### src/rtl/button_conditioner.sv
// Synchronise, debounce and edge-detect the left/right/fire buttons into single-cycle pulses.
// Define BUTTON_AUTO_REPEAT_EN to add held-button auto-repeat on left and right.
module button_conditioner #(
  parameter int unsigned DEBOUNCE_CYCLES = 360000,
  parameter int unsigned REPEAT_DELAY    = 18000000,
  parameter int unsigned REPEAT_PERIOD   = 3600000,
  parameter int unsigned CNT_W           = 25
) (
  input  logic clk_36MHz,
  input  logic reset,
  input  logic left_raw,
  input  logic right_raw,
  input  logic fire_raw,
  input  logic enable,
  output logic left_debounced,
  output logic right_debounced,
  output logic fire_debounced
);

  localparam int unsigned NumCh = 3;
  localparam logic [CNT_W-1:0] CntOne = 1;
  localparam logic [CNT_W-1:0] DbLast = CNT_W'(DEBOUNCE_CYCLES - 1);

  // Channel index: 0 = left, 1 = right, 2 = fire.
  logic [NumCh-1:0] raw;
  logic [NumCh-1:0] sync1_d, sync1_q;
  logic [NumCh-1:0] sync2_d, sync2_q;
  logic [NumCh-1:0] stable_d, stable_q;
  logic [NumCh-1:0] press_d;
  logic [CNT_W-1:0] db_cnt_d [NumCh];
  logic [CNT_W-1:0] db_cnt_q [NumCh];
  logic [1:0]       move_evt;
  logic             left_d, left_q;
  logic             right_d, right_q;
  logic             fire_d, fire_q;

  assign raw     = {fire_raw, right_raw, left_raw};
  assign sync1_d = raw;
  assign sync2_d = sync1_q;

  // Any sample that agrees with the stable state restarts the count, so only an unbroken run
  // of DEBOUNCE_CYCLES disagreeing samples flips the stable state.
  always_comb begin
    for (int ch = 0; ch < NumCh; ch++) begin
      stable_d[ch] = stable_q[ch];
      db_cnt_d[ch] = '0;
      press_d[ch]  = 1'b0;
      if (sync2_q[ch] != stable_q[ch]) begin
        if (db_cnt_q[ch] == DbLast) begin
          stable_d[ch] = sync2_q[ch];
          press_d[ch]  = sync2_q[ch];
        end else begin
          db_cnt_d[ch] = db_cnt_q[ch] + CntOne;
        end
      end
    end
  end

`ifdef BUTTON_AUTO_REPEAT_EN
  localparam logic [CNT_W-1:0] RptLast   = CNT_W'(REPEAT_DELAY - 1);
  // Reloading PERIOD short of the terminal count spaces later pulses PERIOD cycles apart.
  localparam logic [CNT_W-1:0] RptReload = CNT_W'(REPEAT_DELAY - REPEAT_PERIOD);

  logic [CNT_W-1:0] rpt_cnt_d [2];
  logic [CNT_W-1:0] rpt_cnt_q [2];
  logic [1:0]       rpt_evt;

  always_comb begin
    for (int ch = 0; ch < 2; ch++) begin
      rpt_evt[ch]   = stable_q[ch] && (rpt_cnt_q[ch] == RptLast);
      rpt_cnt_d[ch] = rpt_cnt_q[ch] + CntOne;
      if (!stable_q[ch] || press_d[ch]) begin
        rpt_cnt_d[ch] = '0;
      end else if (rpt_evt[ch]) begin
        rpt_cnt_d[ch] = RptReload;
      end
    end
  end

  always_ff @(posedge clk_36MHz) begin
    if (reset) begin
      rpt_cnt_q <= '{default: '0};
    end else begin
      rpt_cnt_q <= rpt_cnt_d;
    end
  end

  assign move_evt = press_d[1:0] | rpt_evt;
`else
  logic [2*CNT_W-1:0] unused_rpt_cfg;
  assign unused_rpt_cfg = {CNT_W'(REPEAT_DELAY), CNT_W'(REPEAT_PERIOD)};
  assign move_evt       = press_d[1:0];
`endif

  // Simultaneous left and right cancel each other; fire is independent.
  always_comb begin
    left_d  = enable & move_evt[0] & ~move_evt[1];
    right_d = enable & move_evt[1] & ~move_evt[0];
    fire_d  = enable & press_d[2];
  end

  always_ff @(posedge clk_36MHz) begin
    if (reset) begin
      sync1_q  <= '0;
      sync2_q  <= '0;
      stable_q <= '0;
      db_cnt_q <= '{default: '0};
      left_q   <= 1'b0;
      right_q  <= 1'b0;
      fire_q   <= 1'b0;
    end else begin
      sync1_q  <= sync1_d;
      sync2_q  <= sync2_d;
      stable_q <= stable_d;
      db_cnt_q <= db_cnt_d;
      left_q   <= left_d;
      right_q  <= right_d;
      fire_q   <= fire_d;
    end
  end

  assign left_debounced  = left_q;
  assign right_debounced = right_q;
  assign fire_debounced  = fire_q;

endmodule
### config.mk
export PLATFORM = sky130hd
export DESIGN_NAME = button_conditioner
export DESIGN_NICKNAME = d
export VERILOG_FILES = /design/src/rtl/button_conditioner.sv
export SDC_FILE = /design/constraint.sdc
export NUM_CORES = 1
export LEC_CHECK = 0
export ABC_CLOCK_PERIOD_IN_PS = 1800
export CORE_MARGIN = 1.5
export CORE_UTILIZATION = 55
export DETAILED_ROUTE_END_ITERATION = 8
export GPL_TIMING_DRIVEN = 0
export PLACE_DENSITY_LB_ADDON = 0.2
export SYNTH_ARGS = -nofsm -noshare
export SYNTH_HDL_FRONTEND = slang
export SYNTH_SLANG_ARGS = --single-unit
### constraint.sdc
create_clock -name clk_36MHz -period 1.8 [get_ports clk_36MHz]
set_input_delay 0.36 -clock clk_36MHz [delete_from_list [all_inputs] [get_ports clk_36MHz]]
set_output_delay 0.36 -clock clk_36MHz [all_outputs]
set_load 0.005 [all_outputs]
==> results of run 1 <==
[synthesized netlist by cell type (all sizes together)]
cell,count
dfxtp,87
nor2,47
a21oi,34
nand3,27
nand4,27
nand2,25
xor2,22
or4,19
o21ai,18
xnor2,18
and3,15
o31ai,15
inv,14
or3,14
nor4,13
clkbuf,11
nor3,7
nor2b,6
and2,5
and4,5
buf,5
ha,3
nand4b,3
a31o,2
nand2b,2
nor4b,2
nor4bb,2
o41ai,2
a41oi,1
nor3b,1
o2111a,1
or2,1
or4b,1
[logic make-up after synthesis]
group	Yosys count	share of synthesized area
buffers and inverters	30	0.03074
adders and majority gates	3	0.009607
and+or+nand+nor	222	0.3148
DFF	87	0.4457
AOI/OAI and AO/OA	73	0.1095
xor gates and xnor gates	40	0.08966
[layout make-up]
type	count	area (µm²)
plain buffers	11	78.83
well taps	96	120.1
inverters	14	52.55
repair buffers	38	312.8
multi-input cells	339	2253
fillers	523	1998
clock inverters	6	68.82
flip-flops and latches	87	1819
clock buffers	10	127.6
[state kept, by name, indices dropped and copies added (netlist names)]
register and count:
sync2_q 3, fire_debounced 1, db_cnt_q 75, stable_q 3, right_debounced 1, sync1_q 3
left_debounced 1
[power breakdown]
part / total [mW] / switching [mW] / internal [mW] / leakage, nW
sequential: 1.92 / 0.00613 / 1.91 / 0.725
combinational: 0.0638 / 0.0346 / 0.0292 / 0.615
clock: 1.35 / 0.700 / 0.649 / 0.0968
total: 3.33 / 0.741 / 2.59 / 1.44
[routing by layer]
layer / track usage / vias up / share of wire
met5: 0 / - / 0
met4: 0.09812 / 0 / 0.038
met3: 0.04834 / 34 / 0.036
met2: 0.3811 / 87 / 0.47
met1: 0.3121 / 1638 / 0.46
li1: - / 1763 / -
[what timing repair did]
action / CTS / global route
buffers inserted: 17 / 11
gates resized for setup: 56 / 67
pin swaps: 10 / 23
endpoints found under the setup margin: 65 / 70
cloned: 0 / 3
[critical path: stages (launching register included)]
cell and delay [ps]:
dfxtp_4 380, ha_4 160, nand3_4 100, or4_4 580, o21ai_4 300, buf_6 200
nor2_2 40
[worst min-delay path by stage]
stage	startpoint	end	slack, ps	cells past startpoint
after CTS	sync1_q[2]	sync2_q[2]	450	1
after global placement	sync1_q[1]	sync2_q[1]	420	1
after global routing	db_cnt_q[0]	db_cnt_q[0]	460	1
after floorplan	sync1_q[0]	sync2_q[0]	410	1
after detailed placement	sync1_q[2]	sync2_q[2]	430	1
final	db_cnt_q[0]	db_cnt_q[0]	430	1
[stage by stage]
stage	instance area, µm²	setup WS, ps	power (mW)
floorplan	3933	-19.66	2.006
global placement	4133	-368.7	2.029
detailed placement	4133	-409.4	2.030
CTS	4591	-29.18	3.358
global route	4833	-115.4	3.441
finish	4833	-66.69	3.333
==> impl_metrics.env, run 1 <==
export IMPL_rrSetupSlack_ps=-70
export IMPL_fp_dieW_um=87.29
export IMPL_yosys_area_top_type="dfxtp_1"
export IMPL_max_cap_violations=0
export IMPL_irDropWorstVdd_v=0.0005182
export IMPL_syn_cell_area_um2=3907
export IMPL_end_kind="flop"
export IMPL_final_util=0.7075
export IMPL_p_per_area_nw_per_um2=689.5
export IMPL_dp_cells=559
export IMPL_layout_common_cells="dfxtp_1 (49), nor2_1 (39), buf_4 (30)"
export IMPL_yosys_top_cells_area="dfxtp_1 (45%), xor2_1 (4.9%), nor2_1 (4.5%)"
export IMPL_grt_pass1_wl_um=14370
export IMPL_min_path_type="reg2reg"
export IMPL_yosysWarnings=0
export IMPL_rr_worst_depth=6
export IMPL_rsz0062_at_grt="yes"
export IMPL_drtIter0Drc=174
export IMPL_nets=509
export IMPL_violations="negative setup slack"
export IMPL_arrival_ps=2110
export IMPL_syn_nets=464
export IMPL_layout_drive_gt1_share=0.2752
export IMPL_final_cell_count_no_fill=601
export IMPL_grt_overflow=0
export IMPL_synth_top_area_frac=0.4457
export IMPL_worstSetupStartpointType="flop"
export IMPL_crit_type="reg2reg"
export IMPL_syn_avg_cell_area_um2=8.588
export IMPL_fp_coreArea_um2=6832
export IMPL_maxClockFrequency_ghz=0.5357
export IMPL_grt_max_degree=16
export IMPL_grt_pass1_vias=3222
export IMPL_die_h_um=87.29
export IMPL_worst_pin_slew_ps=478.3
export IMPL_vias=3522
export IMPL_hold_violations=0
export IMPL_ys_ff_latch=87
export IMPL_hold_ws_ps=433.0
export IMPL_ios=9
export IMPL_drtAntennaViolNets=0
export IMPL_clock_skew_ps=13.21
export IMPL_cts_htree_levels=3
export IMPL_fin_crit_sh=1.037
export IMPL_start_util=0.5720
export IMPL_antenna_found_initial=0
export IMPL_root_buffer="clkbuf_8"
export IMPL_regToRegEndpoint="db_cnt_q[65]"
export IMPL_dieArea_um2=7620
export IMPL_gp_congestion=0.8613
export IMPL_rows=30
export IMPL_area_growth_pct=23.70
export IMPL_total_leakage_power_nw=1.437
export IMPL_n_antenna_cell=0
export IMPL_period_minus_slack_ps=1867
export IMPL_max_slew_margin=0.6811
export IMPL_syn_instance_count=455
export IMPL_clock_sinks=87
export IMPL_wl_per_cell_um=15.10
export IMPL_slew_viol_final=0
export IMPL_wirelength_um=9073
export IMPL_ys_seq_area_frac=0.4457
export IMPL_setup_ws_ps=-66.69
export IMPL_drtPass1Iterations=4
export IMPL_crit_start="db_cnt_q[50]"
export IMPL_path_clk_slew_ps=90
export IMPL_clk_latency_ps=350
export IMPL_worstSetupEndpoint="db_cnt_q[65]"
export IMPL_clk_path_buf_depth=2
export IMPL_cts_buffers=9
export IMPL_cp_max_fo=6
export IMPL_cts_tree="yes"
export IMPL_synth_cell_types=38
export IMPL_cts_hold_buf=0
export IMPL_r2r_start="db_cnt_q[50]"
export IMPL_viasPerCell=5.860
export IMPL_groute_usage_overall=0.2378
export IMPL_port_buffers=8
export IMPL_status="finished, violations left"
export IMPL_drc_errors=0
export IMPL_cp_required_ps=2040
export IMPL_fin_setup_tns_ps=-1164
export IMPL_layout_commonest_cell="dfxtp_1"
export IMPL_setup_violations=23
export IMPL_hpwl_um=5657
No activity file was read; power rests on OpenSTA's default activity.
==> inputs of run 2 (changes only) <==
--- a/config.mk
+++ b/config.mk
@@ -11,6 +11,7 @@
 export DETAILED_ROUTE_END_ITERATION = 8
 export GPL_TIMING_DRIVEN = 0
 export PLACE_DENSITY_LB_ADDON = 0.2
+export SETUP_SLACK_MARGIN = 0.2
 export SYNTH_ARGS = -nofsm -noshare
 export SYNTH_HDL_FRONTEND = slang
 export SYNTH_SLANG_ARGS = --single-unit
==> impl_metrics.env, run 2 (same netlist as run 1, synthesis figures left out) <==
export IMPL_die_h_um=87.29
export IMPL_wl_per_cell_um=20.47
export IMPL_worst_pin_slew_ps=521.3
export IMPL_cts_tree="yes"
export IMPL_vias=4224
export IMPL_nets=559
export IMPL_dpl_cell_area_um2=4259
export IMPL_start_util=0.5720
export IMPL_layout_drive_gt1_share=0.4667
export IMPL_setup_violations=38
export IMPL_grt_pass1_wl_um=15930
export IMPL_drtAntennaViolNets=0
export IMPL_root_buffer="clkbuf_8"
export IMPL_grt_max_degree=17
export IMPL_drtPass1Iterations=5
export IMPL_slew_viol_final=0
export IMPL_switching_share=0.2406
export IMPL_fp_dieW_um=87.29
export IMPL_rows=30
export IMPL_clock_sinks=87
export IMPL_port_buffers=8
export IMPL_status="finished, violations left"
export IMPL_n_antenna_cell=0
export IMPL_worstHoldStart="sync1_q[2]"
export IMPL_max_slew_margin=0.6525
export IMPL_fin_area_um2=5847
export IMPL_end_kind="flop"
export IMPL_cts_htree_levels=3
export IMPL_maxClockFrequency_ghz=0.5363
export IMPL_fp_coreArea_um2=6832
export IMPL_r2r_start="db_cnt_q[55]"
export IMPL_clock_skew_ps=10.73
export IMPL_fin_crit_sh=1.036
export IMPL_hold_ws_ps=453.2
export IMPL_worstHoldEndpoint="sync2_q[2]"
export IMPL_cp_max_fo=5
export IMPL_gp_congestion=0.8199
export IMPL_wirelength_um=13330
export IMPL_groute_usage_overall=0.2675
export IMPL_period_minus_slack_ps=1864
export IMPL_grt_overflow=0
export IMPL_crit_start="db_cnt_q[55]"
export IMPL_cts_hold_buf=0
export IMPL_setup_ws_ps=-64.48
export IMPL_min_path_type="reg2reg"
export IMPL_hold_violations=0
export IMPL_drc_errors=0
export IMPL_regMostFlops="db_cnt_q"
export IMPL_p_total_mw=3.491
export IMPL_p_sw_mw=0.8399
export IMPL_grtUsageMet1=0.3209
export IMPL_clk_latency_ps=370
export IMPL_crit_type="reg2reg"
export IMPL_internal_power_mw=2.651
export IMPL_ios=9
export IMPL_rsz0062_at_grt="yes"
export IMPL_p_clk_frac=0.424
export IMPL_cp_required_ps=2050
export IMPL_worstSetupStartpointType="flop"
export IMPL_rrSetupSlack_ps=-60
export IMPL_layout_commonest_cell="buf_4"
export IMPL_grt_busiest_layer="met2"
export IMPL_regToRegEndpoint="db_cnt_q[72]"
export IMPL_irDropWorstVdd_v=0.0005685
export IMPL_p_per_area_nw_per_um2=597.0
export IMPL_antenna_found_initial=0
export IMPL_total_leakage_power_nw=1.852
export IMPL_area_growth_pct=49.63
export IMPL_dieArea_um2=7620
export IMPL_drtIter0Drc=371
export IMPL_violations="negative setup slack"
export IMPL_viasPerCell=6.488
export IMPL_arrival_ps=2110
export IMPL_seq_power_share=0.546
export IMPL_hpwl_um=5674
export IMPL_path_clk_slew_ps=90
export IMPL_cts_buffers=9
export IMPL_largest_register_ffs=75
export IMPL_pwr_share_comb=0.031
export IMPL_rr_worst_depth=6
export IMPL_max_cap_violations=0
export IMPL_grt_pass1_vias=3441
export IMPL_use_met2=0.4469
export IMPL_met3_usage=0.07204
export IMPL_min_path_cells=1
export IMPL_clk_path_buf_depth=2
export IMPL_layout_common_cells="buf_4 (54), dfxtp_1 (33), dfxtp_2 (31)"
run 2: final cells by class:
| cell class | count | area (µm²) |
|---|---|---|
| Buffer | 16 | 193.9 |
| Clock buffer | 10 | 137.6 |
| Clock inverter | 6 | 76.32 |
| Fill cell | 320 | 984.7 |
| Inverter | 14 | 52.55 |
| Multi-Input combinational cell | 338 | 2584 |
| Sequential cell | 87 | 1867 |
| Tap cell | 96 | 120.1 |
| Timing Repair Buffer | 84 | 815.8 |
run 2: timing repair:
| action | CTS | global route |
|---|---|---|
| pin swaps | 22 | 40 |
| setup buffers | 50 | 19 |
| setup endpoints to repair | 73 | 79 |
| resized for setup | 97 | 121 |
| cloned | 4 | 3 |
run 2: stage by stage:
step                      setup TNS [ps]    util  setup WS (ps)  instances
after floorplan                        0       -          69.93        455
after global placement             -2615  0.6234         -109.4        559
after detailed placement           -3590  0.6234         -111.8        559
after CTS                         -6.405  0.7568         -6.405        629
after global routing               -2315  0.8559         -101.8        651
final                              -1257  0.8559         -64.48        651
run 2: power by group through the flow:
stage | logic [mW] | clock network [mW] | registers, mW
3_3_place_gp | 0.0508 | 0 | 1.98
3_5_place_dp | 0.0515 | 0 | 1.98
4_1_cts | 0.0718 | 1.48 | 1.91
6_report | 0.108 | 1.48 | 1.90
2_1_floorplan | 0.0295 | 0 | 1.98
5_1_grt | 0.111 | 1.58 | 1.91
run 2: how the worst max path moves through the flow:
stage                        end  slack, ps  cells after the start
CTS                 db_cnt_q[22]         -6                      5
global placement    db_cnt_q[28]       -110                      6
floorplan           db_cnt_q[72]         70                      5
detailed placement   db_cnt_q[3]       -110                      6
finish              db_cnt_q[72]        -60                      6
global route        db_cnt_q[74]       -100                      5
run 2: routing by layer:
layer	wire length (µm)	part of all wire	vias up
li1	-	-	1864
met3	922	0.069	84
met5	0	0	-
met2	6503	0.49	272
met4	723	0.054	0
met1	5179	0.39	2004
run 2: worst max-delay path: stages, from the launching register on:
cell and delay (ps):
dfxtp_4 380, buf_6 90, nand4b_1 160, or4_4 590
o21ai_4 300, buf_6 190, a21oi_1 40
